==> config.mk <==
export PLATFORM = sky130hd
export DESIGN_NAME = pool_out_buffer
export DESIGN_NICKNAME = d
export VERILOG_FILES = /design/src/rtl/pool_out_buffer.sv
export SDC_FILE = /design/constraint.sdc
export NUM_CORES = 1
export LEC_CHECK = 0
export CORE_MARGIN = 5
export CORE_UTILIZATION = 55
export DETAILED_ROUTE_END_ITERATION = 10
export DONT_BUFFER_PORTS = 1
export PLACE_DENSITY = 0.7
export SLEW_MARGIN = 15
export SYNTH_ARGS = -nofsm -noshare
export SYNTH_HDL_FRONTEND = slang
export SYNTH_SLANG_ARGS = --single-unit
export TNS_END_PERCENT = 30
==> constraint.sdc <==
create_clock -name clk -period 8.15 [get_ports clk]
set_input_delay 2.445 -clock clk [delete_from_list [all_inputs] [get_ports clk]]
set_output_delay 2.445 -clock clk [all_outputs]
set_load 0.005 [all_outputs]
==> src/rtl/pool_out_buffer.sv <==
// pool_out_buffer: captures pooled words (with optional ReLU) into a one-frame
// register FIFO and streams the frame downstream on a valid/ready interface
// once the pooler signals end of frame.
module pool_out_buffer #(
    parameter int N     = 16,
    parameter int Q     = 12,
    parameter int DEPTH = 16,
    parameter int AW    = 5,
    parameter int RELU  = 1
) (
    input  logic          clk,
    input  logic          master_rst,
    input  logic          ce,
    input  logic [N-1:0]  in_data,
    input  logic          in_valid,
    input  logic          in_end,
    output logic [N-1:0]  out_data,
    output logic          out_valid,
    input  logic          out_ready,
    output logic          out_last,
    output logic          frame_done,
    output logic          ovf_err,
    output logic [AW-1:0] count
);

    // Pointer width only needs to address DEPTH entries; count needs AW bits.
    localparam int            PW      = (DEPTH > 1) ? $clog2(DEPTH) : 1;
    localparam logic [AW-1:0] DEPTH_C = AW'(DEPTH);
    localparam logic [PW-1:0] LAST_P  = PW'(DEPTH - 1);

    // Reject parameter sets that cannot work: count must reach DEPTH, and the
    // fractional field must fit inside the word.
    if ((2 ** AW) <= DEPTH || Q >= N) begin : g_bad_param
        $error("pool_out_buffer: invalid parameters");
    end

    typedef enum logic [1:0] {
        ST_IDLE,
        ST_FILL,
        ST_DRAIN
    } state_t;

    state_t          state_q, state_d;
    logic [PW-1:0]   wr_ptr_q, wr_ptr_d;
    logic [PW-1:0]   rd_ptr_q, rd_ptr_d;
    logic [AW-1:0]   count_q, count_d;
    logic            ovf_q, ovf_d;
    logic            done_q, done_d;
    logic [N-1:0]    mem_q [DEPTH];

    logic            full;
    logic            wr_req;
    logic            wr_acc;
    logic            wr_drop;
    logic            vld;
    logic            beat;
    logic signed [N-1:0] wr_word;

    // ReLU is a pure sign test: negative words become zero when enabled.
    function automatic logic signed [N-1:0] relu_f(input logic signed [N-1:0] x);
        if (RELU != 0 && x[N-1]) begin
            return '0;
        end
        return x;
    endfunction

    // Circular pointer advance with wrap at DEPTH-1.
    function automatic logic [PW-1:0] ptr_next(input logic [PW-1:0] p);
        if (p == LAST_P) begin
            return '0;
        end
        return p + PW'(1);
    endfunction

    // Next-state, pointer, count and flag computation.
    always_comb begin
        full     = (count_q == DEPTH_C);
        wr_req   = ce & in_valid;
        wr_acc   = wr_req && (state_q != ST_DRAIN) && !full;
        wr_drop  = wr_req && ((state_q == ST_DRAIN) || full);
        vld      = (state_q == ST_DRAIN) && (count_q != '0);
        beat     = vld & out_ready;
        wr_word  = relu_f($signed(in_data));

        state_d  = state_q;
        wr_ptr_d = wr_ptr_q;
        rd_ptr_d = rd_ptr_q;
        count_d  = count_q;
        ovf_d    = ovf_q | wr_drop;
        done_d   = 1'b0;

        // Writes only happen outside DRAIN and beats only inside it, so the
        // two count updates below are mutually exclusive.
        if (wr_acc) begin
            wr_ptr_d = ptr_next(wr_ptr_q);
            count_d  = count_q + AW'(1);
        end
        if (beat) begin
            rd_ptr_d = ptr_next(rd_ptr_q);
            count_d  = count_q - AW'(1);
        end

        case (state_q)
            ST_IDLE: begin
                if (ce && in_end) begin
                    state_d = ST_DRAIN;
                end else if (wr_acc) begin
                    state_d = ST_FILL;
                end
            end
            ST_FILL: begin
                if (ce && in_end) begin
                    state_d = ST_DRAIN;
                end
            end
            ST_DRAIN: begin
                // An empty frame finishes without ever raising out_valid.
                if (count_q == '0) begin
                    state_d = ST_IDLE;
                    done_d  = 1'b1;
                end else if (beat && (count_q == AW'(1))) begin
                    state_d = ST_IDLE;
                    done_d  = 1'b1;
                end
            end
            default: begin
                state_d = ST_IDLE;
            end
        endcase
    end

    // Control registers; a reset aborts any frame in progress.
    always_ff @(posedge clk or negedge master_rst) begin
        if (!master_rst) begin
            state_q  <= ST_IDLE;
            wr_ptr_q <= '0;
            rd_ptr_q <= '0;
            count_q  <= '0;
            ovf_q    <= 1'b0;
            done_q   <= 1'b0;
        end else begin
            state_q  <= state_d;
            wr_ptr_q <= wr_ptr_d;
            rd_ptr_q <= rd_ptr_d;
            count_q  <= count_d;
            ovf_q    <= ovf_d;
            done_q   <= done_d;
        end
    end

    // Frame storage; contents are left untouched by reset.
    always_ff @(posedge clk) begin
        if (wr_acc) begin
            mem_q[wr_ptr_q] <= wr_word;
        end
    end

    // Output side reads the head word directly from the array.
    always_comb begin
        out_data   = (count_q == '0) ? '0 : mem_q[rd_ptr_q];
        out_valid  = vld;
        out_last   = vld && (count_q == AW'(1));
        frame_done = done_q;
        ovf_err    = ovf_q;
        count      = count_q;
    end

endmodule

Word level (Yosys, flattened, before mapping) --
Memories as Yosys holds them, arrays and structs flattened. Index checks and enable logic that the tools add are counted.
Cells by class: reduce and logical (&&, ||, !) cells 14, bitwise gates (word level) 3, equality and inequality tests 10, multiplexer cells 25, $add $sub $neg 4
Operator list (number):
- 2-to-1 mux 16 bit | 3
- 2-to-1 mux 4 bit | 4
- 2-to-1 mux 1 bit | 10
- 2-to-1 mux 2 bit | 5
- 2-to-1 mux 5 bit | 2
- adder 4 x 1 -> 4 bit (second input constant) | 2
- == test 4 bit (second input constant) | 2
- logical AND 1 bit | 7
- one-hot mux 2 bit (3 select lines) | 1
- adder 5 x 1 -> 5 bit (second input constant) | 1
- == test 5 x 1 -> 1 bit (second input constant) | 1
- == test 5 bit (second input constant) | 1
- logical NOT 5 bit | 1
- nonzero test 5 bit | 1
- subtractor 5 x 1 -> 5 bit (second input constant) | 1
- != test 2 bit (second input constant) | 2
- != test 3 x 1 -> 1 bit (second input constant) | 1
- != test 3 bit (second input constant) | 1
- AND reduction 3 bit | 1
- bitwise AND 1 bit | 2
- == test 2 x 1 -> 1 bit (second input constant) | 1
- == test 2 bit (second input constant) | 1
- logical NOT 2 bit | 1
- nonzero test 2 bit | 1
- other kinds (3) | 3
Word-level totals: memories 1, bits in registers 17, bits of input ports 22, output and inout port bits 25, RAM bits 256, word-level logic and storage cells 63
Memory list:
- mem_q | depth 16, bits a word 16, read ports 1, clocked after Yosys merged registers in 0, wr ports 1, RTL line 49 | logic [N-1:0] mem_q [DEPTH];

Depth between registers and ports, before layout --
Gate-level depths: netlist of run 1.
depth after elaboration 7, depth in mapped cells 9, mapped depth without buffers 6

Worst setup path before layout of run 1 --
Ideal clock, no wire load.
kind input port to flip-flop, from input in_valid, to memory mem_q[3][0] (enable), library setup time 0.426 ns, path slack 3.365 ns, data required time 7.724 ns, cell stages on the path 3, path buffers 0, arrival 4.359 ns, cell sequence nand2_1 > a311o_1 > nor4_1
Between the ends: longest elaborated chain between the ends 5
RTL lines:
- start, declared | RTL line 15 | input logic in_valid,
- bitwise AND 1 bit | RTL line 78 | wr_req = ce & in_valid;
- logical AND 1 bit (2 in a row) | RTL line 79 | wr_acc = wr_req && (state_q != ST_DRAIN) && !full;
- 2-to-1 mux 1 bit | RTL line 153 | if (wr_acc) begin
- 2-to-1 mux 1 bit (implied by the code) | RTL line 154 | mem_q[wr_ptr_q] <= wr_word;
- end, declared | RTL line 49
No other way between the ends.

Worst setup path after layout of run 1 --
from register count_q[1], in the netlist count[1], to output out_data[12]
Between the ends: longest elaborated chain between the ends 2
RTL lines:
- start, declared | RTL line 46 | logic [AW-1:0] count_q, count_d;
- start signal, assigned | RTL line 145 | count_q <= count_d;
- logical NOT 5 bit | RTL line 160 | out_data = (count_q == '0) ? '0 : mem_q[rd_ptr_q];
- 2-to-1 mux 16 bit | RTL line 160
- end, declared | RTL line 17 | output logic [N-1:0] out_data,
No other way between the ends.

==> results.py, run 1 <==
metrics = {
    "synth": {
        "synth_compound_gate_area_share_pct": 4.69,
        "synth_seq_cells": 257,
        "postSynth.topFlopCell": "edfxtp_1",
        "yosys-mux-area-fraction_pct": 13.1,
        "synthArstFlopShare_pct": 6.61,
        "ys_warn_count": 0,
        "synthesis.area_mm2": 0.0104,
        "yosysTopAreaCell": "edfxtp_1",
        "synth_top_cell_area_share_pct": 69.2,
        "yosys-top-cells-count": "240 x edfxtp_1, 49 x mux4_2, 34 x inv_1, 17 x dfrtp_1, 16 x nor2b_1",
        "xor_xnor_share_of_the_synthesized_area_pct": 0.504,
        "net_count_after_synthesis": 559,
        "gate_count_of_the_mapped_netlist": 528,
        "number_of_enable_type_register_cells_in_the_synthesized_netlist": 240,
        "post_synth_main_area_contributors": "edfxtp_1 69%, mux4_2 11%, dfrtp_1 4.1%, mux4_4 2.2%, o221ai_2 1.3%",
        "synth_seq_area_share_pct": 73.2,
        "yosys.area_share.adder_pct": 1.08,
        "yosysMostFrequentCell": "edfxtp_1",
        "main_combinational_cell_family_by_area_after_synthesis": "multiplexers",
        "cell_variety_after_synth": 52,
        "synth_simple_gate_area_share_pct": 4.49,
        "syn_avg_cell_area_um2": 19.7,
    },
    "floorplanning": {
        "floorplan.die.width_um": 148,
        "fp.coreArea_mm2": 0.0187,
        "start_util_pct": 55.7,
        "ioPinCount": 47,
        "die_area_mm2": 0.0218,
        "num_rows": 50,
        "die_height_um": 148,
    },
    "power": {
        "ir_drop_uv": 203,
        "pwr-share-seq_pct": 46.0,
        "switching_share_pct": 28.9,
        "static-leakage-power_nw": 3.78,
        "p_int_mw": 2.63,
        "share_comb_of_total_power_pct": 23.7,
        "netSwitchingPower_mw": 1.07,
        "pwr_density_cell_mw_per_mm2": 322,
        "p_clk_share_pct": 30.3,
    },
    "route": {
        "route.detailed.drc": 0,
        "antenna_violating_nets_post_route": 0,
        "num_vias": 4944,
        "routed_wirelength_mm": 20.9,
        "detail_route.iter0.violations": 422,
        "first_pass_iters": 5,
        "route.detailed.wl_per_inst_um": 26.5,
        "vias_per_cell": 6.25,
    },
    "final_layout": {
        "final_core_utilization_pct": 61.4,
        "layout.nets": 572,
        "area_growth_pct": 10.2,
        "layout.filler_cells": 1305,
        "multi_input_comb_area_mm2": 0.00253,
        "final-seq-area_mm2": 0.00764,
        "layout-drive-gt1-share_pct": 24.6,
    },
    "setup_path": {
        "ff2ff_path_depth": 5,
        "max_stage_delay_ns": 0.88,
        "cp_data_arrival_time_ns": 3.15,
        "timing.critical_path.fanout_max": 14,
        "start_kind": "flop",
        "timing.critical_path.max_delay_family": "simple AND/OR/NAND/NOR gates",
        "critical_path_cell_list": "inv_1, ha_1, or4b_4, nand3b_1, nand2b_1, nand3_1",
        "cell_with_the_biggest_individual_delay_on_the_critical_path": "nand3b_1",
        "cp_num_cells": 6,
        "timing.critical_path.required_ns": 5.71,
        "critPathKind": "flop to output port",
        "critPathBufInv": 1,
        "crit_path_end_kind": "output port",
    },
    "sta": {
        "minimum_hold_slack_ns": 0.498,
        "worst_slew_pin_slew_ns": 1.24,
        "timing.final.setup_violations": 0,
        "hold_violations": 0,
        "timing.slew.headroom_pct": 17.4,
        "period_share_pct": 68.7,
        "setup_tns_ns": 0,
        "fmax_ghz": 0.179,
        "grt_setup_unrepaired": "false",
        "timing_max_transition_violations_final": 0,
        "clock_skews_ns": 0.00675,
        "finalCriticalPeriod_ns": 5.60,
    },
    "cts": {
        "clkSinkCount": 257,
        "cts_hold_buffers": 0,
        "cts_made_buffers": 27,
        "cts_tree": "built",
        "cts.repair_timing.setup_buffer_count": 0,
        "buffer_depth_of_the_longest_clock_path": 3,
        "clkLatencyLatePin_ns": 0.51,
        "number_of_instances_resized_during_post_cts_repair": 0,
        "cts.htree.levels": 1,
        "clk_pin_slew_worst_paths_ns": 0.06,
        "clock-root-buffer": "clkbuf_16",
    },
    "min_path": {
        "hold_path_depth": 1,
        "worst_hold_path_type": "flop to flop",
    },
    "job": {
        "max_cap_violations": 0,
    },
    "grt": {
        "remaining_global_route_overflow": 0,
        "grt_first_pass_wirelength_mm": 31.8,
        "first_global_vias": 5151,
        "grt_start_max_net_pins": 49,
        "grt_antenna_before_repair": 1,
        "grtUsageTotal_pct": 19.7,
    },
    "placement": {
        "place.gp.congestion": 0.794,
        "hpwl_mm": 11.7,
        "port_buffers": 0,
    },
    "status": {
        "status": "complete, no violations",
    },
}
==> worst paths after layout <==
kind,start,end,slack (ns)
worst max register to register,count[1]$_DFFE_PN0P_,mem_q[5][9]$_DFFE_PP_,4.92
worst min-delay path,state_q[1]$_DFFE_PN0P_,state_q[1]$_DFFE_PN0P_,0.50
worst min register to register,state_q[1]$_DFFE_PN0P_,state_q[1]$_DFFE_PN0P_,0.50
min in group asynchronous,master_rst,ovf_err$_DFF_PN0_,1.62
max in group asynchronous,master_rst,rd_ptr_q[0]$_DFFE_PN0P_,6.44
worst max-delay path,count[1]$_DFFE_PN0P_,out_data[12],2.55
==> layout by cell type (no fill, tap or decap), types with 7 or more instances in the layout <==
master     instances
nor2b_1           16
buf_4             13
mux4_4             9
nand2_1           11
nand3_1            9
and2_1             8
o221ai_2           9
ha_1               9
inv_1             34
dfrtp_1           15
a22oi_2           10
mux4_2            49
clkbuf_16         27
edfxtp_1         240
nor2_1             7
==> flip-flops by register name, indices dropped and copies added (netlist names) <==
register and count:
mem_q 240, count 5, rd_ptr_q 4, wr_ptr_q 4, state_q 2, frame_done 1, ovf_err 1
==> layout make-up <==
| class | instances | area share [%] |
|---|---|---|
| sequential | 257 | 66.5 |
| antenna | 1 | 0.0218 |
| timing repair buffer | 13 | 0.850 |
| multi-input combinational | 208 | 22.0 |
| inverter | 34 | 1.11 |
| tap | 234 | 2.55 |
| clock buffer | 31 | 6.01 |
| clock inverter | 13 | 0.980 |
==> per-stage QoR <==
stage / setup WS (ns) / total power, mW / instances / area [um^2]
detailed placement: 3.03 / 2.62 / 746 / 10700
finish: 2.55 / 3.70 / 791 / 11500
floorplan: 3.37 / 2.38 / 528 / 10400
CTS: 2.47 / 3.74 / 790 / 11500
global route: 2.33 / 3.87 / 790 / 11500
global placement: 3.06 / 2.60 / 746 / 10700
==> per-layer routing <==
layer | global-route usage [%] | share of wire (%)
met1 | 28.5 | 43
met2 | 32.1 | 49
met3 | 3.25 | 5.4
met4 | 4.38 | 2.0
met5 | 0 | 0.033
==> power by group through the flow <==
stage	combinational [mW]	sequential (mW)	clock, mW
after global placement	0.871	1.72	0
after detailed placement	0.884	1.73	0
after CTS	0.888	1.70	1.14
after global routing	0.949	1.72	1.20
after floorplan	0.793	1.59	0
final	0.875	1.70	1.12
==> logic make-up (layout without fill, tap and decap cells) <==
group,Yosys count,count (layout)
compound gates,51,51
xor+xnor,6,6
fa+ha+maj,9,9
buf+inv,63,91
flops,257,257
mux,62,62
other cells,1,2
simple gates,79,79
Power figures use the tool's default switching activity.
==> run 2: changes to the inputs <==
- clock period: 8.15 -> 5.6 ns (I/O delays scaled with it)
==> run 2 against run 1 <==
Effect of this change: register-to-register slack worse by 2.5 ns; die area stayed put; sequential power is 46% higher; hold slack better by 0.016 ns; core utilization is 0.52 points lower; critical path depth is 2 lower; clock power is 31% higher; final cell count is 0.25% lower; clock-buffer cell count is 2 lower; non-clock buffer count is 1 higher; sequential share of layout area is 0.57 points higher; critical path type unchanged; highest routed layer is now met4.
==> results.py, run 2 (synthesized netlist as in run 1, its figures left out) <==
metrics = {
    "status": {
        "status": "complete, no violations",
    },
    "sta": {
        "period_share_pct": 85.4,
        "finalCriticalPeriod_ns": 4.78,
        "timing.final.setup_violations": 0,
        "setup_tns_ns": 0,
        "fmax_ghz": 0.209,
        "timing.slew.headroom_pct": 25.6,
        "hold_violations": 0,
        "worst_slew_pin_slew_ns": 1.12,
        "grt_setup_unrepaired": "false",
        "clock_skews_ns": 0.0177,
        "timing_max_transition_violations_final": 0,
        "minimum_hold_slack_ns": 0.514,
    },
    "setup_path": {
        "crit_path_end_kind": "output port",
        "endpoint": "out_data[1]",
        "critPathKind": "flop to output port",
        "timing.critical_path.required_ns": 3.92,
        "start_kind": "flop",
        "timing.critical_path.from": "rd_ptr_q[0]$_DFFE_PN0P_",
        "cp_data_arrival_time_ns": 3.10,
        "rrSetupSlack_ns": 2.40,
        "ff2ff_path_depth": 5,
        "crit-reg2reg-capture": "mem_q[6][6]$_DFFE_PP_",
        "critical_path.reg2reg.startpoint": "count[0]$_DFFE_PN0P_",
        "timing.critical_path.fanout_max": 55,
    },
    "final_layout": {
        "layout-drive-gt1-share_pct": 24.1,
        "largest_register_ffs": 240,
        "layout.nets": 571,
        "top_register": "mem_q",
        "area_growth_pct": 9.29,
        "most-common-layout-cells": "240 x edfxtp_1, 49 x mux4_2, 34 x inv_1",
        "leading_cell_type_in_the_layout_fill_and_taps_excluded": "edfxtp_1",
        "antenna_cells": 0,
    },
    "power": {
        "static-leakage-power_nw": 3.74,
        "pwr_density_cell_mw_per_mm2": 457,
        "ir_drop_uv": 310,
    },
    "placement": {
        "port_buffers": 0,
        "place.gp.congestion": 0.772,
        "hpwl_mm": 11.7,
    },
    "grt": {
        "grt_antenna_before_repair": 0,
        "grt_first_pass_wirelength_mm": 31.9,
        "first_global_vias": 5261,
        "remaining_global_route_overflow": 0,
        "grtUsageTotal_pct": 19.6,
        "grt_start_max_net_pins": 56,
    },
    "route": {
        "antenna_violating_nets_post_route": 0,
        "num_vias": 4977,
        "route.detailed.drc": 0,
        "detail_route.iter0.violations": 454,
        "routed_wirelength_mm": 21.0,
        "vias_per_cell": 6.31,
        "first_pass_iters": 5,
        "route.detailed.wl_per_inst_um": 26.6,
    },
    "cts": {
        "clk_pin_slew_worst_paths_ns": 0.06,
        "cts_tree": "built",
        "clkLatencyLatePin_ns": 0.51,
        "cts.htree.levels": 1,
        "cts_hold_buffers": 0,
        "clkSinkCount": 257,
        "cts.repair_timing.setup_buffer_count": 0,
        "clock-root-buffer": "clkbuf_16",
        "number_of_instances_resized_during_post_cts_repair": 0,
        "buffer_depth_of_the_longest_clock_path": 3,
        "cts_made_buffers": 25,
    },
    "floorplanning": {
        "floorplan.die.width_um": 148,
        "start_util_pct": 55.7,
        "ioPinCount": 47,
        "num_rows": 50,
        "die_height_um": 148,
        "fp.coreArea_mm2": 0.0187,
        "die_area_mm2": 0.0218,
    },
    "min_path": {
        "worst_hold_path_type": "flop to flop",
    },
    "job": {
        "max_cap_violations": 0,
    },
}
==> run 2: cell types whose count changed in the layout (fill, tap and decap cells not counted) <==
cell	previous run	this run
buf_4	13	14
inv_6	0	1
clkinv_1	5	7
clkbuf_16	27	25
bufinv_16	2	0
diode_2	1	0
clkinv_4	1	0
==> run 2: how the worst min path moves through the flow <==
stage | startpoint | endpoint | slack [ns] | cells past startpoint
3_3_place_gp | state_q[1]$_DFFE_PN0P_ | state_q[1]$_DFFE_PN0P_ | 0.48 | 1
5_1_grt | state_q[1]$_DFFE_PN0P_ | state_q[1]$_DFFE_PN0P_ | 0.53 | 1
6_report | ovf_err$_DFF_PN0_ | ovf_err$_DFF_PN0_ | 0.51 | 1
4_1_cts | state_q[1]$_DFFE_PN0P_ | state_q[1]$_DFFE_PN0P_ | 0.52 | 1
2_1_floorplan | state_q[1]$_DFFE_PN0P_ | state_q[1]$_DFFE_PN0P_ | 0.45 | 1
3_5_place_dp | ovf_err$_DFF_PN0_ | ovf_err$_DFF_PN0_ | 0.51 | 1
==> run 2: cell type report <==
cell class,instances,area [um^2]
sequential,257,7640
fill,1290,7320
multi-input combinational,208,2530
clock buffer,29,641
tap,234,293
inverter,34,128
timing repair buffer,14,105
clock inverter,13,60.1
==> run 2: power breakdown <==
| part | total, mW | internal [mW] | switching, mW |
|---|---|---|---|
| clock network | 1.47 | 0.811 | 0.658 |
| logic | 1.25 | 0.638 | 0.616 |
| registers | 2.49 | 2.22 | 0.265 |
| total | 5.21 | 3.67 | 1.54 |
==> run 2: stage by stage <==
step / instances / cell area (um^2) / power [mW] / util, % / setup WS, ns
2_1_floorplan: 528 / 10400 / 3.47 / - / 1.58
3_3_place_gp: 747 / 10700 / 3.76 / 57.1 / 1.32
3_5_place_dp: 747 / 10700 / 3.80 / 57.1 / 1.30
4_1_cts: 789 / 11400 / 5.26 / 60.9 / 0.750
5_1_grt: 789 / 11400 / 5.46 / 60.9 / 0.575
6_report: 789 / 11400 / 5.21 / 60.9 / 0.819
==> run 2: metal layers <==
layer  GRT usage (%)  up-vias  share of wire (%)
met5               0        -                  0
met4            4.19        0                1.9
li1                -     2153                  -
met1            27.3     2596                 41
met2            32.3      195                 50
met3            4.57       33                7.2
==> run 2: worst max-delay path, stage by stage, from the launching register on <==
cell and delay, ns:
dfrtp_4 1.11, buf_4 0.42, mux4_2 0.54, a22oi_1 0.24, o221ai_1 0.21
